$ cat src/rtl/bist_pattern_sequencer_pkg.sv
// Shared types and constants for the BIST pattern sequencer and its LFSR.
package bist_pkg;

    typedef enum logic [1:0] {
        IDLE  = 2'd0,
        RUN   = 2'd1,
        DRAIN = 2'd2,
        DONE  = 2'd3
    } bist_state_e;

    localparam logic [31:0] LFSR_TAPS    = 32'h8020_0003;
    localparam logic [31:0] DEFAULT_SEED = 32'hACE1_0001;

    // Right-shifting Galois step: feedback bit is the LSB shifted out.
    function automatic logic [31:0] lfsr_next(input logic [31:0] v);
        return (v >> 1) ^ (v[0] ? LFSR_TAPS : 32'h0);
    endfunction

endpackage

$ cat src/rtl/bist_pattern_sequencer_if.sv
// Stimulus/golden-value bundle between the BIST sequencer (master) and the
// datapath, expected-ROM and comparator side (slave).
interface bist_pattern_sequencer_if #(
    parameter int DATA_W = 32,
    parameter int ADDR_W = 6
) ();
    logic              start;
    logic [DATA_W-1:0] pattern_a;
    logic [DATA_W-1:0] pattern_b;
    logic              stim_valid;
    logic [ADDR_W-1:0] rom_addr;
    logic [DATA_W-1:0] rom_data;
    logic [DATA_W-1:0] expected;
    logic              exp_valid;
    logic              busy;
    logic              done;

    modport master (
        input  start, rom_data,
        output pattern_a, pattern_b, stim_valid, rom_addr,
               expected, exp_valid, busy, done
    );

    modport slave (
        output start, rom_data,
        input  pattern_a, pattern_b, stim_valid, rom_addr,
               expected, exp_valid, busy, done
    );
endinterface

$ cat src/rtl/bist_pattern_sequencer_lfsr32.sv
// 32-bit Galois LFSR operand generator; load has priority over step.
module bist_lfsr32
    import bist_pkg::*;
#(
    parameter logic [31:0] RESET_VAL = DEFAULT_SEED
) (
    input  logic        clk,
    input  logic        rst,
    input  logic        load,
    input  logic [31:0] seed,
    input  logic        step,
    output logic [31:0] value
);
    logic [31:0] value_q, value_d;

    always_comb begin
        value_d = value_q;
        if (load) begin
            value_d = seed;
        end else if (step) begin
            value_d = lfsr_next(value_q);
        end
    end

    always_ff @(posedge clk or posedge rst) begin
        if (rst) begin
            value_q <= RESET_VAL;
        end else begin
            value_q <= value_d;
        end
    end

    assign value = value_q;
endmodule

$ cat src/rtl/bist_pattern_sequencer.sv
// BIST stimulus sequencer: issues N_VECTORS operand pairs and aligns ROM golden
// words to the datapath result. Define BIST_LFSR_EN for LFSR operands.
module bist_pattern_sequencer
    import bist_pkg::*;
#(
    parameter int          DATA_W      = 32,
    parameter int          N_VECTORS   = 64,
    parameter int          ADDR_W      = 6,
    parameter int          DUT_LATENCY = 3,
    parameter logic [31:0] SEED        = DEFAULT_SEED
) (
    input  logic                  clk,
    input  logic                  rst,
    bist_pattern_sequencer_if.master bus
);
    localparam int                CNT_W      = $clog2(DUT_LATENCY + 1);
    localparam logic [ADDR_W:0]   LAST_IDX   = (ADDR_W + 1)'(N_VECTORS - 1);
    localparam logic [CNT_W-1:0]  DRAIN_LOAD = CNT_W'(DUT_LATENCY);

    bist_state_e             state_q, state_d;
    logic [ADDR_W:0]         idx_q, idx_d;
    logic [CNT_W-1:0]        cnt_q, cnt_d;
    logic                    stim_valid_q, stim_valid_d;
    logic [DATA_W-1:0]       pattern_a_q, pattern_a_d;
    logic [DATA_W-1:0]       pattern_b_q, pattern_b_d;
    logic                    busy_q, busy_d;
    logic                    done_q, done_d;
    logic [DUT_LATENCY-1:0]  vld_q, vld_d;
    logic                    issue;
    logic [DATA_W-1:0]       exp_raw;

`ifdef BIST_LFSR_EN
    logic [31:0] lfsr_value;

    // Reloaded with the seed whenever no vector is issued, so every run starts fresh.
    bist_lfsr32 #(.RESET_VAL(SEED)) u_lfsr (
        .clk   (clk),
        .rst   (rst),
        .load  (!issue),
        .seed  (SEED),
        .step  (issue),
        .value (lfsr_value)
    );
`endif

    always_comb begin
        state_d = state_q;
        idx_d   = idx_q;
        cnt_d   = cnt_q;
        issue   = 1'b0;
        unique case (state_q)
            IDLE, DONE: begin
                idx_d = '0;
                if (bus.start) begin
                    state_d = RUN;
                    issue   = 1'b1;
                end
            end
            RUN: begin
                if (idx_q == LAST_IDX) begin
                    state_d = DRAIN;
                    cnt_d   = DRAIN_LOAD;
                end else begin
                    idx_d = idx_q + (ADDR_W + 1)'(1);
                    issue = 1'b1;
                end
            end
            DRAIN: begin
                cnt_d = cnt_q - CNT_W'(1);
                if (cnt_q == CNT_W'(1)) begin
                    state_d = DONE;
                end
            end
            default: state_d = IDLE;
        endcase

        stim_valid_d = issue;
        pattern_a_d  = '0;
        pattern_b_d  = '0;
        if (issue) begin
`ifdef BIST_LFSR_EN
            pattern_a_d = DATA_W'(lfsr_value);
            pattern_b_d = DATA_W'({lfsr_value[15:0], lfsr_value[31:16]});
`else
            pattern_a_d = DATA_W'(idx_d) + DATA_W'(1);
            pattern_b_d = ~(DATA_W'(idx_d) + DATA_W'(1));
`endif
        end
        busy_d = (state_d == RUN) || (state_d == DRAIN);
        done_d = (state_d == DONE);

        vld_d[0] = stim_valid_q;
        for (int i = 1; i < DUT_LATENCY; i++) begin
            vld_d[i] = vld_q[i-1];
        end
    end

    always_ff @(posedge clk or posedge rst) begin
        if (rst) begin
            state_q      <= IDLE;
            idx_q        <= '0;
            cnt_q        <= '0;
            stim_valid_q <= 1'b0;
            pattern_a_q  <= '0;
            pattern_b_q  <= '0;
            busy_q       <= 1'b0;
            done_q       <= 1'b0;
            vld_q        <= '0;
        end else begin
            state_q      <= state_d;
            idx_q        <= idx_d;
            cnt_q        <= cnt_d;
            stim_valid_q <= stim_valid_d;
            pattern_a_q  <= pattern_a_d;
            pattern_b_q  <= pattern_b_d;
            busy_q       <= busy_d;
            done_q       <= done_d;
            vld_q        <= vld_d;
        end
    end

    // The ROM read already costs one cycle, so the data chain is one stage shorter.
    if (DUT_LATENCY > 1) begin : g_dat
        logic [DATA_W-1:0] dat_q [DUT_LATENCY-1];
        logic [DATA_W-1:0] dat_d [DUT_LATENCY-1];

        always_comb begin
            dat_d[0] = bus.rom_data;
            for (int i = 1; i < DUT_LATENCY - 1; i++) begin
                dat_d[i] = dat_q[i-1];
            end
        end

        always_ff @(posedge clk or posedge rst) begin
            if (rst) begin
                for (int i = 0; i < DUT_LATENCY - 1; i++) begin
                    dat_q[i] <= '0;
                end
            end else begin
                dat_q <= dat_d;
            end
        end

        assign exp_raw = dat_q[DUT_LATENCY-2];
    end else begin : g_nodat
        assign exp_raw = bus.rom_data;
    end

    assign bus.pattern_a  = pattern_a_q;
    assign bus.pattern_b  = pattern_b_q;
    assign bus.stim_valid = stim_valid_q;
    assign bus.rom_addr   = idx_q[ADDR_W-1:0];
    assign bus.exp_valid  = vld_q[DUT_LATENCY-1];
    // All-zero means "no data" at the comparator, so idle cycles must read zero.
    assign bus.expected   = vld_q[DUT_LATENCY-1] ? exp_raw : '0;
    assign bus.busy       = busy_q;
    assign bus.done       = done_q;
endmodule

$ cat src/flat_wrapper.sv
// flat-port wrapper written by rule: the top's interface ports become plain ports
module bist_pattern_sequencer_flat import bist_pkg::*;
#(
    parameter int          DATA_W      = 32,
    parameter int          N_VECTORS   = 64,
    parameter int          ADDR_W      = 6,
    parameter int          DUT_LATENCY = 3,
    parameter logic [31:0] SEED        = DEFAULT_SEED
)
  (clk, rst, bus_start, bus_rom_data, bus_pattern_a, bus_pattern_b, bus_stim_valid, bus_rom_addr, bus_expected, bus_exp_valid, bus_busy, bus_done);
  bist_pattern_sequencer_if #(.DATA_W(DATA_W), .ADDR_W(ADDR_W)) bus_i ();
  input  logic clk;
  input  logic rst;
  input wire logic [$bits(bus_i.start)-1:0] bus_start;
  input wire logic [$bits(bus_i.rom_data)-1:0] bus_rom_data;
  output wire logic [$bits(bus_i.pattern_a)-1:0] bus_pattern_a;
  output wire logic [$bits(bus_i.pattern_b)-1:0] bus_pattern_b;
  output wire logic [$bits(bus_i.stim_valid)-1:0] bus_stim_valid;
  output wire logic [$bits(bus_i.rom_addr)-1:0] bus_rom_addr;
  output wire logic [$bits(bus_i.expected)-1:0] bus_expected;
  output wire logic [$bits(bus_i.exp_valid)-1:0] bus_exp_valid;
  output wire logic [$bits(bus_i.busy)-1:0] bus_busy;
  output wire logic [$bits(bus_i.done)-1:0] bus_done;
  assign bus_i.start = bus_start;
  assign bus_i.rom_data = bus_rom_data;
  assign bus_pattern_a = bus_i.pattern_a;
  assign bus_pattern_b = bus_i.pattern_b;
  assign bus_stim_valid = bus_i.stim_valid;
  assign bus_rom_addr = bus_i.rom_addr;
  assign bus_expected = bus_i.expected;
  assign bus_exp_valid = bus_i.exp_valid;
  assign bus_busy = bus_i.busy;
  assign bus_done = bus_i.done;
  bist_pattern_sequencer #(.DATA_W(DATA_W), .N_VECTORS(N_VECTORS), .ADDR_W(ADDR_W), .DUT_LATENCY(DUT_LATENCY), .SEED(SEED)) u_core (.clk(clk), .rst(rst), .bus(bus_i));
endmodule
$ cat config.mk
export PLATFORM = sky130hd
export DESIGN_NAME = bist_pattern_sequencer_flat
export DESIGN_NICKNAME = d
export VERILOG_FILES = /design/src/rtl/bist_pattern_sequencer_pkg.sv /design/src/rtl/bist_pattern_sequencer_if.sv /design/src/rtl/bist_pattern_sequencer_lfsr32.sv /design/src/rtl/bist_pattern_sequencer.sv /design/src/flat_wrapper.sv
export SDC_FILE = /design/constraint.sdc
export NUM_CORES = 1
export LEC_CHECK = 0
export CAP_MARGIN = 20
export CORE_AREA = 8 8 129 83
export CTS_BUF_LIST = sky130_fd_sc_hd__clkbuf_4
export DETAILED_ROUTE_END_ITERATION = 10
export DIE_AREA = 0 0 137 91
export PLACE_DENSITY = 0.77
export SYNTH_ARGS = -nofsm -noshare
export SYNTH_HDL_FRONTEND = slang
export SYNTH_SLANG_ARGS = --single-unit
$ cat constraint.sdc
create_clock -name clk -period 3.8 [get_ports clk]
set_input_delay 0.95 -clock clk [delete_from_list [all_inputs] [get_ports clk]]
set_output_delay 0.95 -clock clk [all_outputs]
set_load 0.01 [all_outputs]
Word-level counts from Yosys, hierarchy flattened:

Cells that the tools add are included.

* multiply operators: 0
* $add $sub $neg: 3
* mux-type cells: 14
* magnitude comparators: 0
* reduce and logical (&&, ||, !) cells: 5
* divide/modulo/power cells: 0
* bitwise logic cells: 1
* equality and inequality tests: 9
* shift operators: 0

Operators with widths (count)
* $mux 32: 3
* $not 32->32: 1
* $pmux 7 s2: 1
* $add 7x1->8 const B: 1
* $eq 2x2->1 const B: 4
* $mux 2: 4
* $add 7x1->7 const B: 1
* $eq 7x6->1 const B: 1
* $mux 7: 1
* $eq 2x1->1 const B: 3
* $pmux 2 s3: 1
* $pmux 2 s2: 1
* $logic_not 2->1: 1
* $mux 1: 2
* $ne 2x1->1 const B: 1
* $pmux 1 s2: 1
* $reduce_and 2->1: 1
* $reduce_bool 2->1: 1
* $reduce_or 2->1: 1
* $sub 2x1->2 const B: 1
* $logic_or 1x1->1: 1

* output and inout port bits: 106
* RAM bits: 0
* register bits after elaboration: 145
* memories: 0
* bits in read-only memories: 0
* latch bits: 0
* bits of input ports: 35

Logic depth before layout (Yosys ltp):

Gate-level depths: netlist of run 1.

* depth after elaboration: 6
* depth in mapped cells: 11
* gate-level depth less buffers: 11

Worst setup path after synthesis of run 1:

OpenSTA, ideal clock, no wires.

* path type: register -> register
* start: reg u_core.idx_q[1]
* end: reg u_core.pattern_a_q[4], in the netlist u_core.bus.pattern_a[4]
* data arrival time: 2345 ps
* cell stages (with the launch flop): 12
* slack: 1336 ps
* library setup time: 119 ps
* path buffers: 1
* required time: 3681 ps
* cell sequence: dfrtp_1 ha_1 and4_4 buf_6 a21oi_1 mux2i_1 o21ai_1 ha_1 nand2_1 mux2_4 o21a_1 o21a_1

* cells in the longest elaborated chain, start to end: 5
* elaborated cells between the ends (all ways): 8
* those cells by class: add/sub (2); eq/ne (1); mux (5)

RTL lines
* start: declaration: RTL line bist_pattern_sequencer.sv:21 `logic [ADDR_W:0] idx_q, idx_d;`
* start signal: assignment: RTL line bist_pattern_sequencer.sv:111 `idx_q <= idx_d;`
* $eq 7x6->1: RTL line bist_pattern_sequencer.sv:60 `if (idx_q == LAST_IDX) begin`
* $mux 7: RTL line bist_pattern_sequencer.sv:60
* $pmux 7 s2: RTL line bist_pattern_sequencer.sv:51 `unique case (state_q)`
* net u_core.idx_d[0]: RTL line bist_pattern_sequencer.sv:21
* $add 7x1->8: RTL line bist_pattern_sequencer.sv:85 `pattern_a_d = DATA_W'(idx_d) + DATA_W'(1);`
* $mux 32: RTL line bist_pattern_sequencer.sv:80 `if (issue) begin`
* net u_core.pattern_a_d[4]: RTL line bist_pattern_sequencer.sv:24 `logic [DATA_W-1:0] pattern_a_q, pattern_a_d;`
* end signal: assignment: RTL line bist_pattern_sequencer.sv:114 `pattern_a_q <= pattern_a_d;`
* end: declaration: RTL line bist_pattern_sequencer.sv:24

The timed path passes the listed nets, and every way through them passes these cells.
A chain may end at the register's enable or synchronous reset.

Final worst setup path of run 1:

* start: reg u_core.idx_q[0]
* end: reg u_core.pattern_b_q[6], in the netlist u_core.bus.pattern_b[6]

* cells in the longest elaborated chain, start to end: 6
* elaborated cells between the ends (all ways): 9
* those cells by class: add/sub (2); eq/ne (1); mux (5); bitwise (1)

RTL lines
* $add 7x1->7 or $eq 7x6->1 (tied branches): RTL line bist_pattern_sequencer.sv:64, bist_pattern_sequencer.sv:60
* $mux 7: RTL line bist_pattern_sequencer.sv:60
* $pmux 7 s2 (*): RTL line bist_pattern_sequencer.sv:51
* net u_core.idx_d[0]: RTL line bist_pattern_sequencer.sv:21
* $add 7x1->8 (*): RTL line bist_pattern_sequencer.sv:86 `pattern_b_d = ~(DATA_W'(idx_d) + DATA_W'(1));`
* $not 32->32 (*): RTL line bist_pattern_sequencer.sv:86
* $mux 32 (*): RTL line bist_pattern_sequencer.sv:80
* net u_core.pattern_b_d[6]: RTL line bist_pattern_sequencer.sv:25 `logic [DATA_W-1:0] pattern_b_q, pattern_b_d;`
* end signal: assignment: RTL line bist_pattern_sequencer.sv:115 `pattern_b_q <= pattern_b_d;`
* end: declaration: RTL line bist_pattern_sequencer.sv:25

Mark *: on every way through the listed nets, which the timed path passes. The rest lies on a longest branch.

==> results of run 1 <==
==> power by group <==
group	internal (mW)	total [mW]	leakage, nW	switching (mW)
logic	0.0699	0.128	0.982	0.0576
registers	1.07	1.07	1.12	0.00735
clock network	0.273	0.614	0.0873	0.341
==> cells by family (layout without fill, tap and decap cells) <==
family | Yosys count | in the layout | synth area share
and+or+nand+nor | 85 | 85 | 0.1302
adders and majority gates | 6 | 6 | 0.01915
AOI/OAI and AO/OA | 34 | 34 | 0.07916
other | 1 | 24 | 0.0009566
buffers and inverters | 73 | 142 | 0.1280
muxes | 6 | 6 | 0.01660
xor gates and xnor gates | 3 | 3 | 0.006704
DFF | 97 | 97 | 0.6192
==> cell usage after synthesis (3+ instances only) <==
master | n | area [um2]
o21a_1 | 3 | 22.52
nor2_1 | 11 | 41.29
xnor2_1 | 3 | 26.28
buf_4 | 56 | 420.4
clkbuf_1 | 3 | 11.26
a21oi_1 | 3 | 15.01
mux2i_1 | 5 | 50.05
ha_1 | 6 | 75.07
inv_1 | 8 | 30.03
nand2_1 | 15 | 56.30
o21ai_0 | 5 | 25.02
nand3_1 | 5 | 25.02
and2_1 | 37 | 231.5
nand2b_1 | 6 | 37.54
dfrtp_1 | 97 | 2427
==> sequential cells by signal, summed over array words and instances, names as in the netlist, 2 cells and up <==
register / cells
u_core.bus.pattern_b: 9
u_core.idx_q: 7
u_core.state_q: 2
u_core.cnt_q: 2
u_core.exp_raw: 32
u_core.bus.pattern_a: 8
u_core.vld_q: 3
u_core.g_dat.dat_d: 32
==> layout make-up <==
cell class | count | area [um2] | share of cell area
sequential | 97 | 2427 | 0.4822
timing repair buffer | 117 | 1181 | 0.2347
tap | 116 | 145.1 | 0.02883
clock inverter | 7 | 98.84 | 0.01964
inverter | 9 | 36.28 | 0.007209
clock buffer | 9 | 67.56 | 0.01342
multi-input combinational | 158 | 1077 | 0.2140
==> layer usage <==
metal  vias up  global-route usage
li1       1089                   -
met1      1092              0.1788
met2       116              0.1849
met3        11             0.05996
met4         0             0.04770
met5         -                   0
==> final timing paths <==
path	startpoint	end	slack, ns	cells after the start
max in group asynchronous	rst	u_core.exp_raw[31]$_DFF_PP0_	2.24	3
worst min register to register	u_core.g_dat.dat_d[7]$_DFF_PP0_	u_core.exp_raw[7]$_DFF_PP0_	0.36	0
worst max register to register	u_core.idx_q[0]$_DFF_PP0_	u_core.bus.pattern_b[6]$_DFF_PP0_	0.75	10
min in group asynchronous	rst	u_core.idx_q[5]$_DFF_PP0_	0.88	2
worst min-delay path	u_core.g_dat.dat_d[7]$_DFF_PP0_	u_core.exp_raw[7]$_DFF_PP0_	0.36	0
worst max-delay path	u_core.idx_q[0]$_DFF_PP0_	u_core.bus.pattern_b[6]$_DFF_PP0_	0.75	10
==> stage by stage <==
stage | area [um2] | setup WS (ns) | hold slack (ns)
floorplan | 4006 | 0.3163 | 0.3312
global placement | 4867 | 1.028 | 0.3314
detailed placement | 4867 | 0.8732 | 0.3347
CTS | 5034 | 0.6307 | 0.3654
global route | 5034 | 0.4988 | 0.3703
finish | 5034 | 0.7489 | 0.3583
==> layout by cell type, fill, tap and decap left out, types with 2 or more instances in the layout <==
cell type and n:
xnor2_1 3, inv_1 7, nand3_1 5, conb_1 24, nor3_1 2, nand2b_1 6, dfrtp_1 97, bufinv_16 2
clkdlybuf4s50_1 116, o21a_1 3, mux2i_1 5, clkbuf_4 9, o21ai_0 5, a21oi_1 3, nand2_1 15, and2_1 37
ha_1 6, o21ai_1 2, nor2_1 11, a21o_1 2, inv_6 3, o22ai_1 2
==> impl_metrics.toml, run 1 <==
[place]
hpwlAfterDp_um = 6121
port_buffers = 116
dp_cells = 497
finalWeightedCongestion = 0.8939

[yosys]
synth_area_um2 = 3920
synth_area_per_cell_um2 = 12.85
ys.flop_type = "dfrtp_1"
synth-edff-count = 0
synth-seq-cells = 97
synth_async_sr_flop_share = 1.000
netlist_instances = 305
ys_types = 51
yosysSeqAreaShare = 0.6192
ys_warn_count = 0

[run_status]
status = "finished clean"

[critical_path]
critPathMaxFanout = 9
required_ns = 4.16
cp_cell_sequence = "ha_1, nand4_4, nor2_1, mux2i_1, o21ai_1, ha_1, nand2_1, mux2_4, a211oi_4, mux2i_1"
cp_num_buf_inv = 0
startpoint_type = "register"
cp-end-kind = "register"
cp_slowest_cell = "dfrtp_1"
criticalPathCategory = "reg -> reg"
max_stage_delay_ns = 0.57
cpLargestDelayFamily = "multiplexers"
arrival_ns = 3.41

[clocking]
clock_latency_ns = 0.44
hold_buffers = 0
cts_buffer_depth = 2
post-cts-setup-buffers = 0
cts_inserted_buffers = 9
htree_levels = 3
clk_pin_slew_worst_paths_ns = 0.16
clock-sinks = 97
cts_tree = "built"
cts_root_buffer = "clkbuf_4"
cts_resized = 0

[grt]
grt_pass1_vias = 2319
antenna_found_initial = 0
grt_max_degree = 60
grt_pass1_wl_um = 12740
track_usage = 0.1331
overflow = 0

[drt]
wl_met1_um = 3554
dr.pass1.iters = 4
ant_nets = 0
wire_per_inst_um = 15.86
wl_um = 8135
routed-wl-met3_um = 1003
maxUsedRoutingLayer = "met4"
drc_errors = 0
dr.first_iter.drc_count = 83
vias = 2308
vias_per_cell = 4.499
dr_wl_met2_um = 3460

[timing]
finalSetupViolCount = 0
min_period_ns = 3.051
finClkSkew_ns = 0.01355
tns_ns = 0
finalMaxSlewViolations = 0
worst_pin_slew_ns = 0.7264
period_share = 0.8029
slew-limit-headroom = 0.5157
rsz0062_at_grt = "false"
max_freq_mhz = 327.7
hold_viol = 0

[power]
p_total_mw = 1.815
power_density_nw_per_um2 = 360.6
ir_drop_mv = 0.2305
p_leak_nw = 2.190

[layout]
diodes = 0
drive_above_1_share = 0.08312
fin_util = 0.5687
stdcell_count = 513
fin_nets = 433
n_fill_cell = 741
areaGrowthSynthToFinish_pct = 28.41

[hold_path]
hold_path.class = "reg -> reg"

[floorplanning]
core-area_um2 = 8851
die_x_um = 137
rows = 27
dieArea_um2 = 12470
die_h_um = 91
io_pins = 141
initial_core_util = 0.4429

[flow_run]
drv_cap = 0
(Power assumes the default switching activity.)
==> run 2: changes to the inputs <==
--- a/config.mk
+++ b/config.mk
@@ -6,11 +6,11 @@
 export NUM_CORES = 1
 export LEC_CHECK = 0
 export CAP_MARGIN = 20
-export CORE_AREA = 8 8 129 83
+export CORE_AREA = 8 8 134 86
 export CTS_BUF_LIST = sky130_fd_sc_hd__clkbuf_4
 export DETAILED_ROUTE_END_ITERATION = 10
-export DIE_AREA = 0 0 137 91
-export PLACE_DENSITY = 0.77
+export DIE_AREA = 0 0 142 94
+export PLACE_DENSITY = 0.75
 export SYNTH_ARGS = -nofsm -noshare
 export SYNTH_HDL_FRONTEND = slang
 export SYNTH_SLANG_ARGS = --single-unit
==> constraint.sdc (replaced) <==
create_clock -name clk -period 2.55 [get_ports clk]
set_input_delay 0.6375 -clock clk [delete_from_list [all_inputs] [get_ports clk]]
set_output_delay 0.6375 -clock clk [all_outputs]
set_load 0.01 [all_outputs]
==> impl_metrics.toml, run 2 (synthesis gave the netlist of run 1 again) <==
[layout]
seq_area_um2 = 2430
stdcell_count = 550
fin_nets = 451
final_cell_mix = "clkdlybuf4s50_1, dfrtp_1, and2_1, conb_1, buf_4"
multiInputGateArea_um2 = 1097
diodes = 0
fin_util = 0.5433
final_common_cell = "clkdlybuf4s50_1"
areaGrowthSynthToFinish_pct = 32.56
drive_above_1_share = 0.1373
n_fill_cell = 846

[critical_path]
arrival_ns = 2.79
cp-end-kind = "register"
startpoint_type = "register"
required_ns = 2.93
criticalPathCategory = "reg -> reg"
critPathMaxFanout = 5

[drt]
dr.first_iter.drc_count = 121
vias_per_cell = 4.371
ant_nets = 0
wl_um = 8477
drc_errors = 0
vias = 2404
wire_per_inst_um = 15.41
dr.pass1.iters = 4

[floorplanning]
initial_core_util = 0.4099
io_pins = 141
dieArea_um2 = 13350
core-area_um2 = 9564
rows = 28
die_h_um = 94
die_x_um = 142

[grt]
antenna_found_initial = 0
track_usage = 0.1299
use_met1 = 0.1684
met2_usage = 0.1898
overflow = 0
busiest_layer = "met2"
grt_max_degree = 42
grt_pass1_vias = 2453
grt_util_met3 = 0.05987
grt_pass1_wl_um = 13410

[clocking]
htree_levels = 3
hold_buffers = 0
cts_buffer_depth = 2
cts_root_buffer = "clkbuf_4"
clk_pin_slew_worst_paths_ns = 0.15
cts_inserted_buffers = 9
clock_latency_ns = 0.44
cts_tree = "built"
clock-sinks = 97

[power]
ir_drop_mv = 0.3369
power_frac_comb = 0.077
switchingPower_uw = 601.8
p_int_mw = 1.907
pwr-share-clk = 0.285
p_leak_nw = 2.265
pwr-share-seq = 0.638
p_sw_frac = 0.2399
p_total_mw = 2.508
power_density_nw_per_um2 = 482.7

[place]
finalWeightedCongestion = 0.9237
hpwlAfterDp_um = 6690
port_buffers = 116
post-place-ws_ns = -0.001759
dp_cells = 533

[timing]
slew-limit-headroom = 0.5645
finalMaxSlewViolations = 0
finClkSkew_ns = 0.009466
min_period_ns = 2.408
worst_pin_slew_ns = 0.6518
max_freq_mhz = 415.3
period_share = 0.9442
layout_setup_ws_ns = 0.1422
finalSetupViolCount = 0
whs_ns = 0.3603
rsz0062_at_grt = "false"
hold_viol = 0

[flow_run]
drv_cap = 0

[run_status]
status = "finished clean"

[hold_path]
hold_path.class = "reg -> reg"
## run 2: cell count changes in the layout (fill, tap and decap cells not counted), moves of 2 or more
| cell | change |
|---|---|
| dfrtp_2 | +2 |
| buf_4 | +16 |
| buf_12 | +2 |
| dfrtp_1 | -2 |
| ha_1 | -2 |
| ha_2 | +2 |
| bufinv_16 | -2 |
## run 2: path summary, 6_finish.rpt
kind                                           start                           endpoint  slack (ns)  cells after the start
hold / removal             u_core.vld_q[1]$_DFF_PP0_          u_core.vld_q[2]$_DFF_PP0_        0.36                      0
setup reg to reg           u_core.idx_q[0]$_DFF_PP0_  u_core.bus.pattern_b[6]$_DFF_PP0_        0.14                     10
max in group asynchronous                        rst          u_core.vld_q[2]$_DFF_PP0_        1.31                      3
hold reg to reg            u_core.vld_q[1]$_DFF_PP0_          u_core.vld_q[2]$_DFF_PP0_        0.36                      0
setup / recovery           u_core.idx_q[0]$_DFF_PP0_  u_core.bus.pattern_b[6]$_DFF_PP0_        0.14                     10
min in group asynchronous                        rst       u_core.exp_raw[11]$_DFF_PP0_        0.62                      2
## run 2: repair_timing
item / 4_1_cts / 5_1_grt
resized for setup: 2 / 7
pin swaps: 0 / 1
setup buffers: 0 / 1
gates cloned: 0 / 0
setup endpoints to repair: 2 / 44
## run 2: power groups by stage
stage / sequential (mW) / clock [mW] / combinational (mW)
3_5_place_dp: 1.63 / 0 / 0.197
6_report: 1.60 / 0.715 / 0.194
5_1_grt: 1.61 / 0.835 / 0.212
3_3_place_gp: 1.63 / 0 / 0.194
2_1_floorplan: 1.63 / 0 / 0.0990
4_1_cts: 1.60 / 0.757 / 0.198
## run 2: routing by layer
metal,up-vias,part of all wire
met2,108,0.43
met5,-,0
met4,0,0.011
met1,1159,0.45
met3,8,0.11
li1,1129,-
## run 2: worst max-delay path, cell delays in order, from the launching register on
cell and delay [ns]:
dfrtp_1 0.42, ha_2 0.23, and4_4 0.21, a21oi_2 0.16
mux2i_1 0.10, o21ai_2 0.16, ha_2 0.23, nand2_1 0.06
mux2_4 0.33, a211oi_4 0.24, mux2i_1 0.21
## run 2: final cells by class
cell class	count	share of cell area
sequential	97	0.4676
inverter	9	0.007224
clock inverter	7	0.01035
multi-input combinational	158	0.2112
clock buffer	9	0.01300
tap	135	0.03251
timing repair buffer	135	0.2581
## run 2: stage by stage
step | setup TNS, ns | cell area [um2]
final | 0 | 5196
after global routing | 0 | 5196
after CTS | 0 | 5172
after detailed placement | -0.001759 | 5045
after global placement | 0 | 5045
after floorplan | 0 | 4010
